<file path="src/rtl/dma_burst_sequencer_if.sv">
// Bus bundle between the DMA stream/arbiter side and the AHB burst sequencer.
// The master modport is the sequencer's view; slave is the environment driving it.
interface dma_burst_sequencer_if #(
  parameter int ndt_w  = 18,
  parameter int addr_w = 32
);
  logic              i_master_en;
  logic [addr_w-1:0] i_addr;
  logic              i_inc;
  logic [1:0]        i_size;
  logic [1:0]        i_burst;
  logic [ndt_w-1:0]  i_ndt;
  logic              i_hready;
  logic              i_hresp;
  logic [addr_w-1:0] o_haddr;
  logic [1:0]        o_htrans;
  logic [2:0]        o_hsize;
  logic [2:0]        o_hburst;
  logic              o_master_ready;
  logic              o_beat_done;
  logic              o_burst_done;
  logic [4:0]        o_burst_beats;
  logic              o_error;

  modport master (
    input  i_master_en, i_addr, i_inc, i_size, i_burst, i_ndt, i_hready, i_hresp,
    output o_haddr, o_htrans, o_hsize, o_hburst, o_master_ready,
           o_beat_done, o_burst_done, o_burst_beats, o_error
  );

  modport slave (
    output i_master_en, i_addr, i_inc, i_size, i_burst, i_ndt, i_hready, i_hresp,
    input  o_haddr, o_htrans, o_hsize, o_hburst, o_master_ready,
           o_beat_done, o_burst_done, o_burst_beats, o_error
  );
endinterface

</file>
<file path="src/rtl/dma_burst_sequencer.sv">
// AHB burst sequencer: latches the granted stream's parameters, issues one
// INCR burst (or a single when the burst cannot be used) and reports beat/burst events.
module dma_burst_sequencer #(
  parameter int ndt_w  = 18,
  parameter int addr_w = 32
) (
  input  logic                 i_clk,
  input  logic                 i_nreset,
  dma_burst_sequencer_if.master bus
);
  typedef enum logic [1:0] {S_IDLE, S_ADDR, S_LAST_DATA} state_t;

  localparam logic [1:0] HT_IDLE   = 2'b00;
  localparam logic [1:0] HT_NONSEQ = 2'b10;
  localparam logic [1:0] HT_SEQ    = 2'b11;

  state_t            r_state, w_next_state;
  logic [addr_w-1:0] r_haddr;
  logic [1:0]        r_htrans;
  logic [2:0]        r_hsize, r_hburst;
  logic [1:0]        r_size;
  logic              r_inc;
  logic [4:0]        r_beats, r_beats_left, r_burst_beats;
  logic              r_dphase, r_cancel;
  logic              r_beat_done, r_burst_done, r_error;

  logic [1:0]  w_size_eff;
  logic [4:0]  w_req_beats, w_beats;
  logic [2:0]  w_req_hburst, w_hburst;
  logic [10:0] w_span;
  logic        w_degrade, w_start, w_accept, w_last_beat;
  logic        w_err_wait, w_err_done, w_data_done;

  assign w_size_eff = (bus.i_size == 2'd3) ? 2'd2 : bus.i_size;

  always_comb begin
    w_req_beats  = 5'd1;
    w_req_hburst = 3'b000;
    case (bus.i_burst)
      2'd1:    begin w_req_beats = 5'd4;  w_req_hburst = 3'b011; end
      2'd2:    begin w_req_beats = 5'd8;  w_req_hburst = 3'b101; end
      2'd3:    begin w_req_beats = 5'd16; w_req_hburst = 3'b111; end
      default: begin w_req_beats = 5'd1;  w_req_hburst = 3'b000; end
    endcase
  end

  // A burst must neither overrun the remaining items nor cross a 1 KB boundary.
  assign w_span    = {1'b0, bus.i_addr[9:0]} + (11'(w_req_beats) << w_size_eff);
  assign w_degrade = (bus.i_ndt < ndt_w'(w_req_beats)) || !bus.i_inc || (w_span > 11'd1024);
  assign w_beats   = w_degrade ? 5'd1 : w_req_beats;
  assign w_hburst  = w_degrade ? 3'b000 : w_req_hburst;

  assign w_start     = (r_state == S_IDLE) && bus.i_master_en && (bus.i_ndt != '0);
  assign w_accept    = (r_state == S_ADDR) && bus.i_hready && !r_cancel;
  assign w_last_beat = w_accept && (r_beats_left == 5'd1);
  assign w_err_wait  = r_dphase && bus.i_hresp && !bus.i_hready;
  assign w_err_done  = r_dphase && bus.i_hresp && bus.i_hready;
  assign w_data_done = (r_state == S_LAST_DATA) && bus.i_hready && r_dphase && !bus.i_hresp;

  // NOTE: sequential state uses non-blocking assignments so every register
  // samples pre-edge values regardless of process evaluation order.
  always_ff @(posedge i_clk) begin
    if (!i_nreset) r_state <= S_IDLE;
    else           r_state <= w_next_state;
  end

  always_comb begin
    w_next_state = r_state;
    case (r_state)
      S_IDLE:      if (w_start) w_next_state = S_ADDR;
      S_ADDR:      if (w_err_done) w_next_state = S_IDLE;
                   else if (w_last_beat) w_next_state = S_LAST_DATA;
      S_LAST_DATA: if (bus.i_hready) w_next_state = S_IDLE;
      default:     w_next_state = S_IDLE;
    endcase
  end

  always_comb begin
    bus.o_master_ready = (r_state == S_IDLE);
  end

  always_ff @(posedge i_clk) begin
    if (!i_nreset) begin
      r_haddr       <= '0;
      r_htrans      <= HT_IDLE;
      r_hsize       <= '0;
      r_hburst      <= '0;
      r_size        <= '0;
      r_inc         <= 1'b0;
      r_beats       <= '0;
      r_beats_left  <= '0;
      r_burst_beats <= '0;
      r_dphase      <= 1'b0;
      r_cancel      <= 1'b0;
      r_beat_done   <= 1'b0;
      r_burst_done  <= 1'b0;
      r_error       <= 1'b0;
    end else begin
      r_beat_done  <= bus.i_hready && r_dphase && !bus.i_hresp;
      r_burst_done <= w_data_done;
      r_error      <= w_err_done;
      if (bus.i_hready) r_dphase <= w_accept && !w_err_done;
      if (w_data_done)  r_burst_beats <= r_beats;

      if (w_start) begin
        r_haddr      <= bus.i_addr;
        r_htrans     <= HT_NONSEQ;
        r_hsize      <= {1'b0, w_size_eff};
        r_hburst     <= w_hburst;
        r_size       <= w_size_eff;
        r_inc        <= bus.i_inc;
        r_beats      <= w_beats;
        r_beats_left <= w_beats;
        r_cancel     <= 1'b0;
      end else if (w_err_done) begin
        r_htrans <= HT_IDLE;
        r_cancel <= 1'b0;
      end else if (w_err_wait) begin
        // First ERROR cycle: withdraw any pending address beat immediately.
        r_htrans <= HT_IDLE;
        r_cancel <= 1'b1;
      end else if (w_accept) begin
        r_beats_left <= r_beats_left - 5'd1;
        if (w_last_beat) begin
          r_htrans <= HT_IDLE;
        end else begin
          r_htrans <= HT_SEQ;
          r_haddr  <= r_haddr + (r_inc ? (addr_w'(1) << r_size) : '0);
        end
      end
    end
  end

  assign bus.o_haddr       = r_haddr;
  assign bus.o_htrans      = r_htrans;
  assign bus.o_hsize       = r_hsize;
  assign bus.o_hburst      = r_hburst;
  assign bus.o_beat_done   = r_beat_done;
  assign bus.o_burst_done  = r_burst_done;
  assign bus.o_burst_beats = r_burst_beats;
  assign bus.o_error       = r_error;
endmodule

</file>
<file path="src/flat_wrapper.sv">
// flat-port wrapper written by rule: the top's interface ports become plain ports
module dma_burst_sequencer_flat 
#(
  parameter int ndt_w  = 18,
  parameter int addr_w = 32
)
  (i_clk, i_nreset, bus_i_master_en, bus_i_addr, bus_i_inc, bus_i_size, bus_i_burst, bus_i_ndt, bus_i_hready, bus_i_hresp, bus_o_haddr, bus_o_htrans, bus_o_hsize, bus_o_hburst, bus_o_master_ready, bus_o_beat_done, bus_o_burst_done, bus_o_burst_beats, bus_o_error);
  dma_burst_sequencer_if #(.ndt_w(ndt_w), .addr_w(addr_w)) bus_i ();
  input  logic i_clk;
  input  logic i_nreset;
  input wire logic [$bits(bus_i.i_master_en)-1:0] bus_i_master_en;
  input wire logic [$bits(bus_i.i_addr)-1:0] bus_i_addr;
  input wire logic [$bits(bus_i.i_inc)-1:0] bus_i_inc;
  input wire logic [$bits(bus_i.i_size)-1:0] bus_i_size;
  input wire logic [$bits(bus_i.i_burst)-1:0] bus_i_burst;
  input wire logic [$bits(bus_i.i_ndt)-1:0] bus_i_ndt;
  input wire logic [$bits(bus_i.i_hready)-1:0] bus_i_hready;
  input wire logic [$bits(bus_i.i_hresp)-1:0] bus_i_hresp;
  output wire logic [$bits(bus_i.o_haddr)-1:0] bus_o_haddr;
  output wire logic [$bits(bus_i.o_htrans)-1:0] bus_o_htrans;
  output wire logic [$bits(bus_i.o_hsize)-1:0] bus_o_hsize;
  output wire logic [$bits(bus_i.o_hburst)-1:0] bus_o_hburst;
  output wire logic [$bits(bus_i.o_master_ready)-1:0] bus_o_master_ready;
  output wire logic [$bits(bus_i.o_beat_done)-1:0] bus_o_beat_done;
  output wire logic [$bits(bus_i.o_burst_done)-1:0] bus_o_burst_done;
  output wire logic [$bits(bus_i.o_burst_beats)-1:0] bus_o_burst_beats;
  output wire logic [$bits(bus_i.o_error)-1:0] bus_o_error;
  assign bus_i.i_master_en = bus_i_master_en;
  assign bus_i.i_addr = bus_i_addr;
  assign bus_i.i_inc = bus_i_inc;
  assign bus_i.i_size = bus_i_size;
  assign bus_i.i_burst = bus_i_burst;
  assign bus_i.i_ndt = bus_i_ndt;
  assign bus_i.i_hready = bus_i_hready;
  assign bus_i.i_hresp = bus_i_hresp;
  assign bus_o_haddr = bus_i.o_haddr;
  assign bus_o_htrans = bus_i.o_htrans;
  assign bus_o_hsize = bus_i.o_hsize;
  assign bus_o_hburst = bus_i.o_hburst;
  assign bus_o_master_ready = bus_i.o_master_ready;
  assign bus_o_beat_done = bus_i.o_beat_done;
  assign bus_o_burst_done = bus_i.o_burst_done;
  assign bus_o_burst_beats = bus_i.o_burst_beats;
  assign bus_o_error = bus_i.o_error;
  dma_burst_sequencer #(.ndt_w(ndt_w), .addr_w(addr_w)) u_core (.i_clk(i_clk), .i_nreset(i_nreset), .bus(bus_i));
endmodule
</file>
<file path="config.mk">
export PLATFORM = sky130hd
export DESIGN_NAME = dma_burst_sequencer_flat
export DESIGN_NICKNAME = d
export VERILOG_FILES = /design/src/rtl/dma_burst_sequencer_if.sv /design/src/rtl/dma_burst_sequencer.sv /design/src/flat_wrapper.sv
export SDC_FILE = /design/constraint.sdc
export NUM_CORES = 1
export LEC_CHECK = 0
export CORE_UTILIZATION = 45
export CTS_BUF_LIST = sky130_fd_sc_hd__clkbuf_4
export DETAILED_ROUTE_END_ITERATION = 12
export HOLD_SLACK_MARGIN = 0.12
export PLACE_DENSITY = 0.76
export SYNTH_ARGS = -nofsm -noshare
export SYNTH_HDL_FRONTEND = slang
export SYNTH_SLANG_ARGS = --single-unit
export TNS_END_PERCENT = 100
</file>
<file path="constraint.sdc">
create_clock -name i_clk -period 9.9 [get_ports i_clk]
set_clock_uncertainty 0.05 [all_clocks]
set_input_delay 2.475 -clock i_clk [delete_from_list [all_inputs] [get_ports i_clk]]
set_output_delay 2.475 -clock i_clk [all_outputs]
set_load 0.1 [all_outputs]
</file>
Yosys cells after proc, flatten, opt, wreduce, memory -nomap -nowiden. Index checks and enable logic that the tools add are counted.

Output and inout port bits: 49. Logic and storage cells: 91. Flip-flop bits (word level): 62.

Eq/ne operators: 13. Order comparisons: 2. Shift-type cells: 2. Add/subtract/negate cells: 3. Muxes and demuxes: 25. Reduce and logical (&&, ||, !) cells: 30. Bitwise gates (word level): 1.

Operator list (count): two-way mux 32 bit (6); adder 32 bit (1); << shifter 1 x 2 -> 32 bit (first input constant) (1); two-way mux 5 bit (5); two-way mux 2 bit (10); < comparator 18 x 5 -> 1 bit (1); nonzero test 18 bit (1); case mux 5 bit (3 select lines) (1); logical AND 1 bit (14); adder 10 x 11 -> 11 bit (1); greater-than comparator 11 bit (second input constant) (1); << shifter 5 x 2 -> 11 bit (1); case mux 3 bit (3 select lines) (1); == test 2 bit (second input constant) (4); inequality test 2 x 1 -> 1 bit (second input constant) (4); case mux 2 bit (3 select lines) (1); AND reduction 3 bit (2); == test 5 x 1 -> 1 bit (second input constant) (1); logical NOT 1 bit (5); subtractor 5 x 1 -> 5 bit (second input constant) (1); == test 2 x 1 -> 1 bit (second input constant) (2); AND reduction 4 bit (1); nonzero test 4 bit (1); OR reduction 4 bit (1); 8 further kinds (9).

Logic depth before layout (Yosys ltp).
Depth in word-level cells: 9. Gate-level depth with buffers: 12.

Worst setup path before layout. Ideal clock, no wire load.

Kind: input-to-reg. Start point: input port bus_i_burst[0]. End point: register u_core.r_beats_left[3]. Arrival time: 4.834 ns. Stages: 11. Slack: 4.861 ns. Path buffers: 1. Cell sequence: clkbuf_1 nor2b_1 nand2_1 o21ai_0 ha_1 or3b_2 nand4_1 nor3_1 and3_1 a31oi_1 o32ai_1.

Word-level cells in the longest chain between the ends: 8.

Ends and longest elaborated chain: start, declared (RTL line flat_wrapper.sv:15) `input wire logic [$bits(bus_i.i_burst)-1:0] bus_i_burst;`; == test 2 bit / == test 2 x 1 -> 1 bit (equally long branches) (RTL line dma_burst_sequencer.sv:39) `case (bus.i_burst)`; case mux 5 bit (3 select lines) * (RTL line dma_burst_sequencer.sv:39); << shifter 5 x 2 -> 11 bit (RTL line dma_burst_sequencer.sv:48) `assign w_span = {1'b0, bus.i_addr[9:0]} + (11'(w_req_beats) << w_size_eff);`; adder 10 x 11 -> 11 bit (RTL line dma_burst_sequencer.sv:48); greater-than comparator 11 bit (RTL line dma_burst_sequencer.sv:49) `assign w_degrade = (bus.i_ndt < ndt_w'(w_req_beats)) || !bus.i_inc || (w_span > 11'd1024);`; logical OR 1 bit (RTL line dma_burst_sequencer.sv:49); two-way mux 5 bit * (RTL line dma_burst_sequencer.sv:50) `assign w_beats = w_degrade ? 5'd1 : w_req_beats;`; two-way mux 5 bit * (RTL line dma_burst_sequencer.sv:105) `if (w_start) begin`; end signal, assigned (RTL line dma_burst_sequencer.sv:113) `r_beats_left <= w_beats;`; end signal, assigned (RTL line dma_burst_sequencer.sv:123) `r_beats_left <= r_beats_left - 5'd1;`; end, declared (RTL line dma_burst_sequencer.sv:23) `logic [4:0] r_beats, r_beats_left, r_burst_beats;`.

Every way passes the cells marked *; elsewhere a longest branch is shown, timed or not. A chain may end at the register's enable or synchronous reset.

Worst setup path after layout.
Start point: input port bus_i_burst[0]. End point: register u_core.r_beats_left[4].

The elaborated chain is that of the path after synthesis.

==> flow_summary.ini <==
[global_routing]
grt_pass1_vias = 3737
overflow = 0
track_usage_pct = 25.9
grt_max_degree = 44
grt_pass1_wl_um = 17800
antenna_found_initial = 0

[setup_path]
cp-endpoint = u_core.r_beats_left[4]$_SDFFE_PN0P_
critPathLaunchType = input pin
worstSetupPathType = in -> reg
cpMostUsedCell = a21oi_1
critPathMaxStageDelay_ns = 0.69
crit_chain = clkdlybuf4s50_1, nor2b_1, a21oi_1, nor2_1, ha_1, a21oi_1, o211ai_1, a21bo_2, nor3b_1, a31oi_1, o32ai_1
reg2reg_to = u_core.bus.o_haddr[24]$_SDFFE_PN0P_
r2r_slack_ns = 6.79
r2r_cells = 10
reg2reg_from = u_core.r_inc$_SDFFE_PN0P_
crit_required_ns = 10.10
critPathCaptureType = flip-flop
path_depth = 11
crit_buf_inv = 1
arrival_ns = 5.76
path_max_fanout = 12
path_delay_family = compound AO/OA/AOI/OAI gates
startpoint = bus_i_burst[0]
cp_slowest_cell = clkdlybuf4s50_1

[timing]
slew_headroom_pct = 16.3
grt_setup_unrepaired = false
hold_violations = 0
setup_total_negative_slack_ns = 0
slew_violations = 0
setup_viol = 0
worst_pin_slew_ns = 1.24
fin_crit_ns = 5.56
clock.fmax_ghz = 0.180
period_share_pct = 56.2

[yosys]
synth-simple-area-share_pct = 29.4
synth_edf_count = 0
synth_fa_ha_area_share_pct = 6.73
synth_top_area_share_pct = 32.0
avgSynthCellArea_sq_um = 7.83
synth.distinct_cells = 65
synth_top_area_cell = dfxtp_1
synth_mux_area_share_pct = 1.90
synthArstFlopShare_pct = 0
synth_cells = 480
synth_warnings = 0
synth_top_family_by_area = simple AND/OR/NAND/NOR gates
yosys_most_used_dff = dfxtp_1
synth.area.top_cells = dfxtp_1 (32%), a21oi_1 (6.1%), ha_1 (5.7%)
synth_xor_area_share_pct = 3.96
seq_area_frac_synth_pct = 32.0
syn_area_sq_mm = 0.00376
synth_compound_area_share_pct = 21.6
synth-seq-cells = 60

[drt]
wire_per_inst_um = 15.8
drc_errors = 0
final_antenna_net_count = 0
avgViaCountPerCell = 5.86
num_vias = 4006
wl_met3_um = 686
drt_first_iter_violations = 287
top_layer = met4
first_pass_iters = 5
postRouteWirelength_um = 10800
routed-wl-met2_um = 5270
m1WireLength_um = 4650

[min_path]
min_path_type = reg -> reg
holdPathStages = 2

[power]
p_per_area_mw_per_mm2 = 136
p_leak_nw = 1.83
ir_drop_uv = 58.3
power.total_mw = 0.677

[clocking]
ctsHtreeMaxLevel = 3
clk_path_buf_depth = 2
clock_sinks = 60
cts_setup_buffers = 0
insertion_delay_ns = 0.41
root_buffer = clkbuf_4
clkTransAtPathRegs_ns = 0.10
cts_made_buffers = 9
cts_tree = built
ctsResizeCount = 0
cts_hold_buf = 0

[place]
dpl_cell_area_sq_mm = 0.00487
hpwlAfterDp_um = 8020
port_buffers = 106
gp_congestion = 0.911

[final_layout]
final_cell_mix = clkdlybuf4s50_1 (106), dfxtp_1 (60), nor2_1 (50)
final_common_cell = clkdlybuf4s50_1
layout-area-overhead-vs-synth_pct = 32.9
final_util_pct = 63.3
design_area_sq_mm = 0.00499
antennaDiodeCount = 0
drive_above_1_share_pct = 3.61
nNetsFinal = 657

[die]
rows = 32
die_height_um = 93.4
start_util_pct = 47.6
die_w_um = 93.4
dieArea_sq_mm = 0.00872
ios = 109
core_area_sq_mm = 0.00789

[outcome]
status = completed

[job]
max-cap-violations = 0
==> flip-flops by register name, indices dropped and copies added, names as in the netlist, 2 cells and up <==
signal,flops
u_core.r_beats,4
u_core.bus.o_haddr,32
u_core.bus.o_htrans,2
u_core.r_beats_left,5
u_core.bus.o_hburst,3
u_core.bus.o_burst_beats,4
u_core.r_size,2
u_core.r_state,2
==> area by class of cell <==
cell class,instances,area [sq um]
fillers,710,2900
multi-input cells,383,2400
flip-flops and latches,60,1200
repair buffers,109,1080
well taps,102,128
clock buffers,9,67.6
clock inverters,6,56.3
inverters,15,56.3
==> Yosys cell counts, drive strengths merged, types with 3 or more instances <==
cell / instances
dfxtp: 60
nor2: 50
a21oi: 46
nand2: 42
nand3: 31
and3: 19
clkbuf: 17
ha: 17
o21ai: 15
inv: 14
nor3: 14
xor2: 12
nand2b: 10
nand4: 10
o211ai: 10
a211oi: 9
nor2b: 9
nor4: 8
buf: 7
a31oi: 6
mux2i: 6
o31ai: 5
xnor2: 5
and2: 4
nand3b: 4
a221oi: 3
a2bb2oi: 3
==> report_power, final <==
group          internal, mW  switching [mW]
combinational        0.0774           0.162
sequential            0.257          0.0176
clock                0.0730          0.0901
==> logic make-up after synthesis <==
family                     Yosys count
and+or+nand+nor                    215
AOI/OAI and AO/OA                  122
DFF                                 60
buffers and inverters               39
adders and majority gates           19
xor gates and xnor gates            17
muxes                                7
other                                1
==> how the worst min path moves through the flow <==
stage / endpoint / start / slack, ns
after floorplan: u_core.r_beats[2]$_SDFFE_PN0P_ / u_core.r_beats[2]$_SDFFE_PN0P_ / 0.39
after global placement: u_core.r_beats[3]$_SDFFE_PN0P_ / u_core.r_beats[3]$_SDFFE_PN0P_ / 0.41
after detailed placement: u_core.r_beats[4]$_SDFFE_PN0P_ / u_core.r_beats[4]$_SDFFE_PN0P_ / 0.43
after CTS: u_core.r_beats[4]$_SDFFE_PN0P_ / u_core.r_beats[4]$_SDFFE_PN0P_ / 0.44
after global routing: u_core.r_beats[3]$_SDFFE_PN0P_ / u_core.r_beats[3]$_SDFFE_PN0P_ / 0.46
final: u_core.r_beats[4]$_SDFFE_PN0P_ / u_core.r_beats[4]$_SDFFE_PN0P_ / 0.44
==> layer usage <==
metal,global-route usage [%],vias up
li1,-,1967
met1,32.0,1858
met2,44.7,165
met3,4.55,16
met4,9.74,0
met5,0,-
==> per-stage QoR <==
stage               hold slack, ns  setup WS, ns  instances
global placement             0.414          4.11        669
detailed placement           0.428          3.99        669
finish                       0.437          4.34        684
floorplan                    0.390          4.86        482
global route                 0.463          4.12        684
CTS                          0.442          4.40        684
==> worst reg2reg max path, cell delays in order, from the launching register on <==
cell and delay, ns:
dfxtp_1 0.44, nor3b_1 0.22, ha_1 0.24, inv_1 0.07, fa_1 0.38, nor2b_1 0.15
o21ai_0 0.23, a2111oi_4 0.63, nand3_1 0.17, mux2_1 0.33, a21oi_1 0.13
No activity file was read; power rests on OpenSTA's default activity.
